### config.mk
export PLATFORM = sky130hd
export DESIGN_NAME = memory_arbiter
export DESIGN_NICKNAME = d
export VERILOG_FILES = /design/src/rtl/mem_arb_pkg.sv /design/src/rtl/arb_wait_counter.sv /design/src/rtl/memory_arbiter.sv
export SDC_FILE = /design/constraint.sdc
export NUM_CORES = 1
export LEC_CHECK = 0
export CORE_MARGIN = 2
export CORE_UTILIZATION = 25
export CTS_BUF_LIST = sky130_fd_sc_hd__clkbuf_16
export CTS_CLUSTER_DIAMETER = 100
export DETAILED_ROUTE_END_ITERATION = 10
export GPL_TIMING_DRIVEN = 0
export SYNTH_ARGS = -nofsm -noshare
export SYNTH_HDL_FRONTEND = slang
export SYNTH_SLANG_ARGS = --single-unit
### constraint.sdc
create_clock -name clk -period 4.51 [get_ports clk]
set_input_delay 0.451 -clock clk [delete_from_list [all_inputs] [get_ports clk]]
set_output_delay 0.451 -clock clk [all_outputs]
set_load 0.005 [all_outputs]
### src/rtl/mem_arb_pkg.sv
// Shared types and helpers for the fetch/data memory arbiter.
// Pure declarations: no latency, no flow control.
package mem_arb_pkg;

  typedef enum logic [1:0] {
    IDLE   = 2'd0,
    ACCESS = 2'd1,
    RESP   = 2'd2
  } state_t;

  localparam logic OWN_FETCH = 1'b0;
  localparam logic OWN_DATA  = 1'b1;

  function automatic int clog2(input int value);
    int r;
    r = 0;
    for (int i = 0; i < 31; i++) begin
      if ((1 << i) < value) r = i + 1;
    end
    return (r < 1) ? 1 : r;
  endfunction

endpackage

### src/rtl/arb_wait_counter.sv
// Saturating count of arbitrations fetch has lost in a row; at_limit hands fetch priority.
// Updates on the clock after inc/clr; clr wins over inc.
module arb_wait_counter
  import mem_arb_pkg::*;
#(
  parameter int MAX_WAIT = 3
) (
  input  logic clk,
  input  logic reset,
  input  logic inc,
  input  logic clr,
  output logic at_limit
);

  localparam int W = clog2(MAX_WAIT + 1);
  localparam logic [W-1:0] LIMIT = W'(MAX_WAIT);

  logic [W-1:0] cnt;

  always_ff @(posedge clk or posedge reset) begin
    if (reset) begin
      cnt <= '0;
    end else if (clr) begin
      cnt <= '0;
    end else if (inc && (cnt != LIMIT)) begin
      cnt <= cnt + W'(1);
    end
  end

  assign at_limit = (cnt == LIMIT);

endmodule

### src/rtl/memory_arbiter.sv
// Shares one data memory between fetch and load/store ports; accept -> access -> response,
// 2 cycles accept-to-rvalid; the losing port sees ready=0 and must hold its request.
module memory_arbiter
  import mem_arb_pkg::*;
#(
  parameter int ADDR_WIDTH = 32,
  parameter int DATA_WIDTH = 32,
  parameter int MAX_WAIT   = 3
) (
  input  logic                  clk,
  input  logic                  reset,
  input  logic                  i_req,
  input  logic [ADDR_WIDTH-1:0] i_addr,
  output logic                  i_ready,
  output logic                  i_rvalid,
  output logic [DATA_WIDTH-1:0] i_rdata,
  input  logic                  d_req,
  input  logic                  d_we,
  input  logic [ADDR_WIDTH-1:0] d_addr,
  input  logic [DATA_WIDTH-1:0] d_wdata,
  output logic                  d_ready,
  output logic                  d_rvalid,
  output logic [DATA_WIDTH-1:0] d_rdata,
  output logic [ADDR_WIDTH-1:0] mem_address,
  output logic [DATA_WIDTH-1:0] mem_dataIn,
  output logic                  mem_memRead,
  output logic                  mem_memWrite,
  input  logic [DATA_WIDTH-1:0] mem_dataOut
);

  state_t                state;
  logic                  own_q;
  logic                  we_q;
  logic [ADDR_WIDTH-1:0] addr_q;
  logic [DATA_WIDTH-1:0] wdata_q;

  logic arb_cycle;
  logic at_limit;
  logic grant_d;
  logic grant_i;

  // Reset gates arbitration so no ready can escape while the block is held in reset.
  assign arb_cycle = !reset && ((state == IDLE) || (state == RESP));
  assign grant_d   = arb_cycle && d_req && (!i_req || !at_limit);
  assign grant_i   = arb_cycle && i_req && !grant_d;

  assign d_ready = grant_d;
  assign i_ready = grant_i;

  assign mem_address  = addr_q;
  assign mem_dataIn   = wdata_q;
  assign mem_memRead  = (state == ACCESS) && !we_q;
  assign mem_memWrite = (state == ACCESS) && we_q;

  assign i_rvalid = (state == RESP) && (own_q == OWN_FETCH);
  assign d_rvalid = (state == RESP) && (own_q == OWN_DATA);

  arb_wait_counter #(
    .MAX_WAIT(MAX_WAIT)
  ) u_wait (
    .clk     (clk),
    .reset   (reset),
    .inc     (arb_cycle && i_req && grant_d),
    .clr     (grant_i),
    .at_limit(at_limit)
  );

  always_ff @(posedge clk or posedge reset) begin
    if (reset) begin
      state   <= IDLE;
      own_q   <= OWN_FETCH;
      we_q    <= 1'b0;
      addr_q  <= '0;
      wdata_q <= '0;
      i_rdata <= '0;
      d_rdata <= '0;
    end else begin
      case (state)
        IDLE, RESP: begin
          if (grant_d) begin
            own_q   <= OWN_DATA;
            we_q    <= d_we;
            addr_q  <= d_addr;
            wdata_q <= d_wdata;
            state   <= ACCESS;
          end else if (grant_i) begin
            own_q  <= OWN_FETCH;
            we_q   <= 1'b0;
            addr_q <= i_addr;
            state  <= ACCESS;
          end else begin
            state <= IDLE;
          end
        end
        ACCESS: begin
          // Stores acknowledge with zero so a stale load value is never mistaken for data.
          if (own_q == OWN_DATA) begin
            d_rdata <= we_q ? '0 : mem_dataOut;
          end else begin
            i_rdata <= mem_dataOut;
          end
          state <= RESP;
        end
        default: state <= IDLE;
      endcase
    end
  end

endmodule

-- Yosys cells after proc, flatten, opt, wreduce, memory -nomap -nowiden
Cells that the tools add are included.
- eq/ne operators: 4
- shift-type cells: 0
- $mul: 0
- div/mod/pow operators: 0
- reductions and logical operators: 26
- $add $sub $neg: 1
- muxes and demuxes: 11
- bitwise gates (word level): 1
- magnitude comparators: 0
- operators by type and width (cell ; count):
    $mux 32 ; 3
    $logic_and 1x1->1 ; 11
    $reduce_and 2->1 ; 4
    $logic_not 1->1 ; 5
    $mux 1 ; 5
    $eq 2x2->1 const B ; 2
    $mux 2 ; 2
    $pmux 2 s2 ; 1
    $reduce_bool 2->1 ; 2
    $add 2x1->2 const B ; 1
    $eq 2x1->1 const B ; 1
    $logic_not 2->1 ; 1
    $logic_or 1x1->1 ; 2
    $ne 2x2->1 const B ; 1
    $reduce_or 2->1 ; 1
    $not 1->1 ; 1
- word-level logic and storage cells: 51
- memories: 0
- bits of input ports: 133
- flip-flop bits (word level): 134
- ROM bits: 0
- bits in latches: 0
- RAM bits: 0

-- Logic depth before layout (Yosys ltp)
Gate-level depths: netlist (run 1).
- word-level depth: 10
- gate-level depth with buffers: 6
- gate-level depth less buffers: 5

-- Cells and area by module
A second synthesis (run 1) with hierarchy kept.
- cells, all modules: 419
- area total of the unflattened synthesis: 5460.2 um^2
- modules (own cells, without submodules) (module ; sequential area each (um^2) ; cells an instance ; instances ; area each (um^2)):
    memory_arbiter ; 3303.2 ; 408 ; 1 ; 5332.6
    arb_wait_counter ; 50.0 ; 11 ; 1 ; 127.6

-- Worst setup path after synthesis (run 1)
Ideal clock, no wire load.
- path kind: in2out
- start: input reset
- end: output i_ready
- stages on the path: 4
- buffers on the path: 1
- arrival: 1.246 ns
- setup slack: 2.813 ns
- data required time: 4.059 ns
- cell sequence: or3b_4 -> a21o_4 -> buf_6 -> inv_1
- longest elaborated chain between the ends: 6
- RTL lines (element ; RTL line ; RTL):
    from (decl) ; memory_arbiter.sv:11 ; input logic reset,
    $logic_not 1->1 (no line) (*) ; n/a ;
    $logic_and 1x1->1 (*) ; memory_arbiter.sv:43 ; assign arb_cycle = !reset && ((state == IDLE) || (state == RESP));
    $logic_and 1x1->1 (2 in series) ; memory_arbiter.sv:44 ; assign grant_d = arb_cycle && d_req && (!i_req || !at_limit);
    $logic_not 1->1 ; memory_arbiter.sv:45 ; assign grant_i = arb_cycle && i_req && !grant_d;
    $logic_and 1x1->1 (*) ; memory_arbiter.sv:45 ;
    to (decl) ; memory_arbiter.sv:14 ; output logic i_ready,
Mark *: on every way between the ends. The rest lies on a longest branch, timed or not.

-- Worst setup path after layout (run 1)
- start: input reset
- end: output d_ready
- longest elaborated chain between the ends: 4
- RTL lines (element ; RTL line ; RTL):
    $logic_not 1->1 (no line) ; n/a ;
    $logic_and 1x1->1 ; memory_arbiter.sv:43 ;
    $logic_and 1x1->1 (2 in series) ; memory_arbiter.sv:44 ;
    to (decl) ; memory_arbiter.sv:21 ; output logic d_ready,
No other way between the ends.

==> results of run 1 <==
==> cell type report <==
type / count / share of cell area [%]
plain buffers: 28 / 1.57
clock buffers: 17 / 4.67
clock inverters: 15 / 1.77
inverters: 70 / 2.94
multi-input cells: 249 / 18.9
flip-flops and latches: 134 / 36.8
well taps: 280 / 3.84
repair buffers: 267 / 29.5
==> cells in the final DEF, fill, tap and decap left out, types with 2 or more instances in the layout <==
cell	count
buf_6	3
bufinv_16	3
buf_2	3
clkinv_4	2
nand2_1	68
clkbuf_16	17
o21ai_0	67
clkinv_1	4
inv_1	69
clkdlybuf4s50_1	266
o221ai_1	32
nor2_1	5
inv_6	3
clkinv_2	2
mux2_2	63
dfrtp_1	134
clkbuf_1	19
buf_4	3
==> worst paths after layout <==
path / end / slack (ps) / cells after the start
max in group asynchronous: mem_dataIn[13]$_DFFE_PP0P_ / 3170 / 3
worst max register to register: mem_dataIn[17]$_DFFE_PP0P_ / 2660 / 6
min in group asynchronous: u_wait.cnt[0]$_DFFE_PP0P_ / 540 / 2
worst min register to register: d_rdata[3]$_DFFE_PP0P_ / 480 / 2
worst max-delay path: d_ready / 1640 / 6
worst min-delay path: d_rdata[3]$_DFFE_PP0P_ / 480 / 2
==> worst min-delay path, delay by kind of cell (launching register included) <==
kind,cells,cell delay [ps]
flops,1,340
compound gates,1,60
simple gates,1,40
==> state kept, by name, summed over array words and instances (netlist names) <==
signal,flops
d_rdata,32
i_rdata,32
mem_address,32
mem_dataIn,32
own_q,1
state,2
u_wait.cnt,2
we_q,1
==> through the flow <==
step	hold WS (ps)	util [%]
2_1_floorplan	452	-
3_3_place_gp	460	39.2
3_5_place_dp	470	39.3
4_1_cts	482	42.0
5_1_grt	507	42.0
6_report	477	42.0
==> cells by family after synthesis <==
group                    share of synthesized area (%)
buffers and inverters                             7.40
flip-flops                                        61.2
AO/OA/AOI/OAI                                     11.7
multiplexers                                      13.2
AND/OR/NAND/NOR                                   6.37
adder cells (fa/ha/maj)                          0.228
==> routing by layer <==
| layer | vias up | share of wire [%] |
|---|---|---|
| li1 | 2182 | - |
| met3 | 14 | 9.5 |
| met5 | - | 0 |
| met4 | 0 | 1.4 |
| met2 | 201 | 46 |
| met1 | 2137 | 43 |
==> where the power goes <==
part           total (uW)  internal [uW]  switching [uW]
clock network        1410            864             545
logic                1240            821             416
registers            1680           1510             161
==> metrics.txt, run 1 <==
outcome finished clean; DRC viols 0; IO Pins 267; Initial DRC Count 155; Startpoint Class input pin; routing usage on met1 between 10% and 20%; PnR worst setup slack between 1500 and 2000 ps; CP Max Fanout 10; first-pass GRT wire length approximately 27,000 um; Root Buffer clkbuf_16; ys flop type dfrtp_1; share of cells above drive strength 1 a little over an eighth; Pwr Density 474 nW/um^2; Tcrit/Tclk final between 60% and 70%; vias per std cell 4.28; cells along the critical path clkdlybuf4s50_1, nor2_1, nand3_2, inv_2, buf_4, clkdlybuf4s50_1; Netlist Area Pre-Place between 5000 and 6000 um^2; 1st-pass router iterations 4; top cells by count, synth 134 x dfrtp_1, 68 x inv_1, 68 x nand2_1; total wire length 17,000 um; CTS Buffer Depth 2; total CTS buffers 17; Post-Synthesis Cells roughly 480; min-delay src d_rdata[3]$_DFFE_PP0P_; largest net degree at the start of global routing 82; Post-synth EDFFs 0; Worst-Skew Late Latency approximately 410 ps; synth warn 0; max-slew violations 0; via count ~4,500; Yosys reg bits approximately 130; Layout Skew approximately 13 ps; post-DP HPWL ~12,000 um; Placer Congestion 0.762; Placement Cell Area 8530 um^2; post-layout minimum cycle time around 2900 ps; Sequential Area approximately 3400 um^2; Total Routing Usage GR approximately 15%; endpoint class of the critical path output pin; Lkg Pwr about 0.0040 uW; Port Buf Inserts roughly 270; CP delay by family, top buffers and inverters; die width 152 um; buffers plus inverters on the worst setup path 4; post-synthesis sequential area ratio about three fifths; clock-pin transition on the worst setup and hold timing paths around 60 ps; Post-CTS Repair Setup Buffers 0; CP required roughly 4100 ps; HP Class register to register; Final nets around 900; area delta synth->final 66.3%; final setup violation count 0; PnR Total Power roughly 4300 uW; placed cell count ~1,000; Resize count post-CTS 0; Max VDD drop 0.236 mV; Tightest Pin Transition between 600 and 700 ps; DRT antenna net count 0; Hold Vio Cnt, Final 0; crit path DAT ~2400 ps; fillers approximately 2,100; vias in the first global route between 4,000 and 5,000; GR Layer Usage met2 between 20% and 30%; die area 23,100 um^2; most numerous cell in the Yosys netlist dfrtp_1; Synth async-reset ratio between 90% and 100%; post-route setup TNS 0 ps; initial cell density of the core between 20% and 30%; top cells by area, synth dfrtp_1 61%, mux2_2 13%, o21ai_0 6.1%; per-cell routed wire length 16.0 um; num rows 54; library cells used by synthesis 27; Fmax approximately 0.35 GHz; Yosys top cell by area dfrtp_1; htree depth 4; # hold bufs at CTS 0; reg2reg start u_wait.cnt[0]$_DFFE_PP0P_; Synth Area per Inst 11.4 um^2; busiest layer in global routing met2; Chip Height around 150 um; # Max-Cap Violations 0; RSZ-0062 raised after global routing false; Crit Path Class input pin to output pin; Post-Syn Nets about 620; Core Footprint around 22,000 um^2; Top cell by count, worst path clkdlybuf4s50_1; initial antenna violation count 0; Yosys top cell area share between 60 and 70%; CP max stage cell clkdlybuf4s50_1; Multi-input gate area roughly 1700 um^2; max incr delay on CP approximately 540 ps; crit path from reset; Rel. slew slack a little under three fifths; # clock sinks ~130; antenna cells 0; final instance area 9110 um^2; global route total overflow 0; Cell Count, Final, Fillers Out ~1,100; CTS tree built; global routing met3 resource utilization 7.02%; Post-Place Worst Slack 1580 ps
Note: power is estimated with default switching activity, not from simulation.
==> run 2: changes to the inputs <==
clock period = 2.3 ns   (was 4.51 ns; I/O delays follow)
==> run 2 against run 1 <==
Against the previous run:
- critical path depth is 2 lower
- clock skew is 1.1 ps lower
- largest power group unchanged
- wire length is 1.1% lower
- utilization is 0.42 points higher
- final cell count is 0.57% higher
- critical path type is now register to output pin
- first-iteration DRC count is 5.8% lower
- highest routed layer unchanged
- total power is 96% higher
- hold slack worse by 140 ps
- critical endpoint is now mem_memWrite
- setup slack worse by 1400 ps
==> metrics.txt, run 2 (synthesis results as in run 1) <==
crit path DAT ~1900 ps; Lkg Pwr 0.00406 uW; final setup violation count 0; via count 4,648; die width between 150 and 200 um; max-slew violations 0; htree depth 4; clock-pin transition on the worst setup and hold timing paths 60 ps; initial cell density of the core 25.3%; fillers 2,087; CP required slightly above 2000 ps; CTS Buffer Depth 2; # clock sinks roughly 130; Root Buffer clkbuf_16; post-route setup TNS 0 ps; total CTS buffers 17; Rel. slew slack around 60%; 1st-pass router iterations 4; CP max stage cell clkdlybuf4s50_1; met1 WL between 7000 and 8000 um; largest net degree at the start of global routing 35; post-layout minimum cycle time 2100 ps; Placer Congestion just under 0.8; Worst-Skew Late Latency ~420 ps; uppermost routed layer met4; Chip Height ~150 um; endpoint class of the critical path output pin; HP Class input pin to asynchronous set/reset pin; Crit Path Class register to output pin; Tightest Pin Transition roughly 600 ps; initial antenna violation count 0; routed length on met2 7790 um; Tcrit/Tclk final about nine tenths; max incr delay on CP approximately 540 ps; vias in the first global route between 4,000 and 5,000; Hold Vio Cnt, Final 0; most frequent cells in the layout 264 x clkdlybuf4s50_1, 133 x dfrtp_1, 69 x inv_1; # Max-Cap Violations 0; antenna cells 0; post-DP HPWL 12,500 um; most common cell after layout, fill and taps aside clkdlybuf4s50_1; WL met3 roughly 1600 um; vias per std cell 4.36; per-cell routed wire length between 15 and 20 um; area delta synth->final 67.9%; Startpoint Class register; Max VDD drop between 0.4 and 0.5 mV; total wire length 16,800 um; CP Max Fanout 10; DRT antenna net count 0; IO Pins approximately 270; first-pass GRT wire length between 20,000 and 30,000 um; cells along the critical path clkinv_1, buf_2, nor2_1, clkdlybuf4s50_1; RSZ-0062 raised after global routing false; DRC viols 0; Port Buf Inserts between 200 and 300; Fmax 0.477 GHz; Final nets 907; Min Hold Slack approximately 340 ps; # hold bufs at CTS 0; Pwr Density 922 nW/um^2; outcome finished clean; CTS tree built; Initial DRC Count about 150; global route total overflow 0; Total Routing Usage GR 14.7%; Core Footprint ~22,000 um^2; Layout Skew about 12 ps; num rows 54; die area approximately 23,000 um^2; share of cells above drive strength 1 around 15%
run 2: changes by cell type in the layout (fill, tap and decap cells not counted), moves of 2 or more:
cell             delta
buf_12              +4
clkdlybuf4s50_1     -2
dlygate4sd2_1       +2
clkinvlp_4          +2
buf_4               +3
run 2: timing repair:
| action | in CTS | in global routing |
|---|---|---|
| setup buffers | 4 | 0 |
| endpoints found under the setup margin | 2 | 1 |
| gates resized for setup | 8 | 3 |
| pin swaps | 1 | 0 |
run 2: cell type report:
class	instances	area [um^2]	share of cell area (%)
Buffer	27	136	1.48
Clock buffer	17	425	4.62
Clock inverter	15	161	1.75
Inverter	70	274	2.98
Multi-Input combinational cell	249	1730	18.8
Sequential cell	134	3350	36.4
Tap cell	280	350	3.81
Timing Repair Buffer	274	2770	30.1
run 2: stage by stage:
step / setup slack (ps) / power [uW] / util, % / area (um^2) / instances
after detailed placement: -178 / 5810 / 39.5 / 8580 / 1031
after global placement: -1120 / 5750 / 39.2 / 8500 / 1027
after floorplan: 405 / 4050 / - / 5480 / 481
final: 202 / 8490 / 42.4 / 9200 / 1066
after global routing: 45.6 / 9000 / 42.4 / 9200 / 1066
after CTS: 27.0 / 8640 / 42.4 / 9200 / 1066
run 2: critical path: cells and delay by family, from the launching register on:
| kind | cells | cell delay [ps] |
|---|---|---|
| AND/OR/NAND/NOR | 1 | 140 |
| flip-flops | 1 | 340 |
| buffers and inverters | 3 | 960 |
run 2: per-layer routing:
metal | GRT usage (%) | up-vias
met2 | 22.9 | 208
met5 | 0 | -
met4 | 4.72 | 0
li1 | - | 2200
met3 | 6.82 | 13
met1 | 18.2 | 2227
run 2: report_power, final:
| group | switching [uW] | internal [uW] | total (uW) | leakage (uW) |
|---|---|---|---|---|
| Clock | 1070 | 1690 | 2760 | 0.000291 |
| Combinational | 818 | 1620 | 2440 | 0.00214 |
| Sequential | 319 | 2970 | 3290 | 0.00163 |
run 2: final timing paths:
check,startpoint,end,slack (ps),cells past startpoint
max,we_q$_DFFE_PP0P_,mem_memWrite,200,4
min,reset,u_wait.cnt[0]$_DFFE_PP0P_,340,2
max reg2reg,state[0]$_DFF_PP0_,mem_dataIn[23]$_DFFE_PP0P_,520,6
min reg2reg,d_rdata[16]$_DFFE_PP0P_,d_rdata[16]$_DFFE_PP0P_,480,2
max in group asynchronous,reset,mem_dataIn[10]$_DFFE_PP0P_,1380,3
min in group clk,i_addr[16],mem_address[16]$_DFFE_PP0P_,400,3
==> run 3: changes to the inputs <==
RECOVER_POWER = 100   (was unset)
==> run 3 against run 2 <==
Against the previous run:
- total power is 3.3% lower
- final cell count stayed put
- combinational power is 10% lower
- highest routed layer unchanged
- wire length is 0.44% lower
- fmax is 3.4% lower
- die area stayed put
- setup slack worse by 75 ps
- flip-flop and latch count stayed put
==> metrics.txt, run 3 (synthesis results as in run 1) <==
post-route setup TNS 0 ps; Crit Path Class input pin to output pin; hold path depth 3; buffers plus inverters on the worst setup path 4; busiest layer in global routing met2; most common cell after layout, fill and taps aside dfrtp_1; max-slew violations 0; die area 23,100 um^2; crit path DAT 1940 ps; 1st-pass router iterations 4; largest net degree at the start of global routing 35; max incr delay on CP roughly 600 ps; Tightest Pin Transition between 900 and 1000 ps; outcome finished clean; GR Layer Usage met2 22.9%; share of cells above drive strength 1 between 10% and 20%; Lkg Pwr roughly 0.0041 uW; DRT antenna net count 0; R2R cell count 6; # hold bufs at CTS 0; fillers 2,103; most frequent cells in the layout 133 x dfrtp_1, 132 x clkdlybuf4s50_1, 132 x dlygate4sd3_1; global routing met3 resource utilization under 10%; CP max stage cell dlygate4sd3_1; post-DP HPWL around 13,000 um; per-cell routed wire length 15.7 um; Layout Skew approximately 11 ps; Chip Height around 150 um; Port Buf Inserts 266; cells along the critical path dlygate4sd3_1, or3b_1, a21o_4, clkbuf_4, inv_1, dlygate4sd2_1; Sw Ratio between 20% and 30%; Psw ~2200 uW; Startpoint Class input pin; endpoint class of the critical path output pin; num rows 54; htree depth 4; vias per std cell 4.37; clock share of power ~34%; Pwr Density between 900 and 1000 nW/um^2; IO Pins about 270; RSZ-0062 raised after global routing false; initial antenna violation count 0; routing usage on met1 a little under a fifth; Final nets 907; Critical Path Stages 6; CP delay by family, top buffers and inverters; post-layout minimum cycle time between 2000 and 2500 ps; DRC viols 0; die width ~150 um; Tcrit/Tclk final a little over nine tenths; sequential share of power between 30 and 40%; Hold Vio Cnt, Final 0; Placer Congestion between 0.7 and 0.8; Max VDD drop around 0.45 mV; Min Hold Slack around 390 ps; CTS Buffer Depth 2; antenna cells 0; Total Routing Usage GR between 10% and 20%; total wire length roughly 17,000 um; Initial DRC Count 139; CP required roughly 2100 ps; # Max-Cap Violations 0; Root Buffer clkbuf_16; combinational power share around a quarter; initial cell density of the core roughly 25%; global route total overflow 0; CP Max Fanout 10; internal power between 6000 and 7000 uW; via count 4,661; Rel. slew slack about 37%; clock-pin transition on the worst setup and hold timing paths 60 ps; Fmax 0.460 GHz; Worst-Skew Late Latency between 400 and 500 ps; first-pass GRT wire length 27,000 um; area delta synth->final 66.3%; # clock sinks ~130; vias in the first global route ~4,800; Core Footprint about 22,000 um^2; total CTS buffers 17; CTS tree built; final setup violation count 0; HP Class input pin to register
run 3: changes by cell type in the layout (fill, tap and decap cells not counted), moves of 3 or more:
| cell | previous run | this run |
|---|---|---|
| buf_4 | 6 | 1 |
| clkbuf_2 | 0 | 9 |
| buf_2 | 4 | 1 |
| clkbuf_1 | 18 | 21 |
| dlygate4sd3_1 | 0 | 132 |
| clkdlybuf4s50_1 | 264 | 132 |
| buf_12 | 4 | 0 |
run 3: what timing repair did:
action | CTS | global route
hold endpoints to repair | 0 | 0
endpoints found under the setup margin | 2 | 1
buffers inserted | 4 | 0
resized for setup | 8 | 3
pin swaps | 1 | 0
run 3: final timing paths:
| kind | startpoint | endpoint | slack, ps |
|---|---|---|---|
| max | reset | i_ready | 130 |
| min | i_addr[16] | mem_address[16]$_DFFE_PP0P_ | 390 |
| max reg2reg | u_wait.cnt[0]$_DFFE_PP0P_ | mem_dataIn[23]$_DFFE_PP0P_ | 420 |
| min reg2reg | d_rdata[16]$_DFFE_PP0P_ | d_rdata[16]$_DFFE_PP0P_ | 470 |
| max in group asynchronous | reset | state[0]$_DFF_PP0_ | 430 |
| min in group asynchronous | reset | u_wait.cnt[0]$_DFFE_PP0P_ | 500 |
run 3: per-stage QoR:
stage	cells	worst slack [ps]	area (um^2)	total power, uW	util (%)
6_report	1066	128	9120	8210	42.0
5_1_grt	1066	42.3	9120	8730	42.0
4_1_cts	1066	27.0	9200	8640	42.4
3_5_place_dp	1031	-178	8580	5810	39.5
3_3_place_gp	1027	-1120	8500	5750	39.2
2_1_floorplan	481	405	5480	4050	-
run 3: area by class of cell:
cell class	count	area [um^2]	share of cell area, %
buffer	27	128	1.40
sequential	134	3350	36.8
timing repair buffer	274	2700	29.6
inverter	70	272	2.98
clock buffer	17	425	4.67
multi-input combinational	249	1730	18.9
clock inverter	15	161	1.77
tap	280	350	3.84
run 3: per-layer routing:
| layer | vias to the layer above | routed length, um |
|---|---|---|
| li1 | 2205 | - |
| met1 | 2241 | 7130 |
| met2 | 202 | 7740 |
| met3 | 13 | 1600 |
| met4 | 0 | 222 |
| met5 | - | 0 |
run 3: tightest hold or removal path: stages:
cell and delay, ps:
clkdlybuf4s50_1 400, inv_1 50, o221ai_1 90
run 3: power groups by stage:
stage	combinational [uW]	clock (uW)	sequential [uW]
after floorplan	693	0	3360
after global placement	2440	0	3320
after detailed placement	2470	0	3340
after CTS	2490	2850	3300
after global routing	2400	2960	3360
final	2190	2760	3260
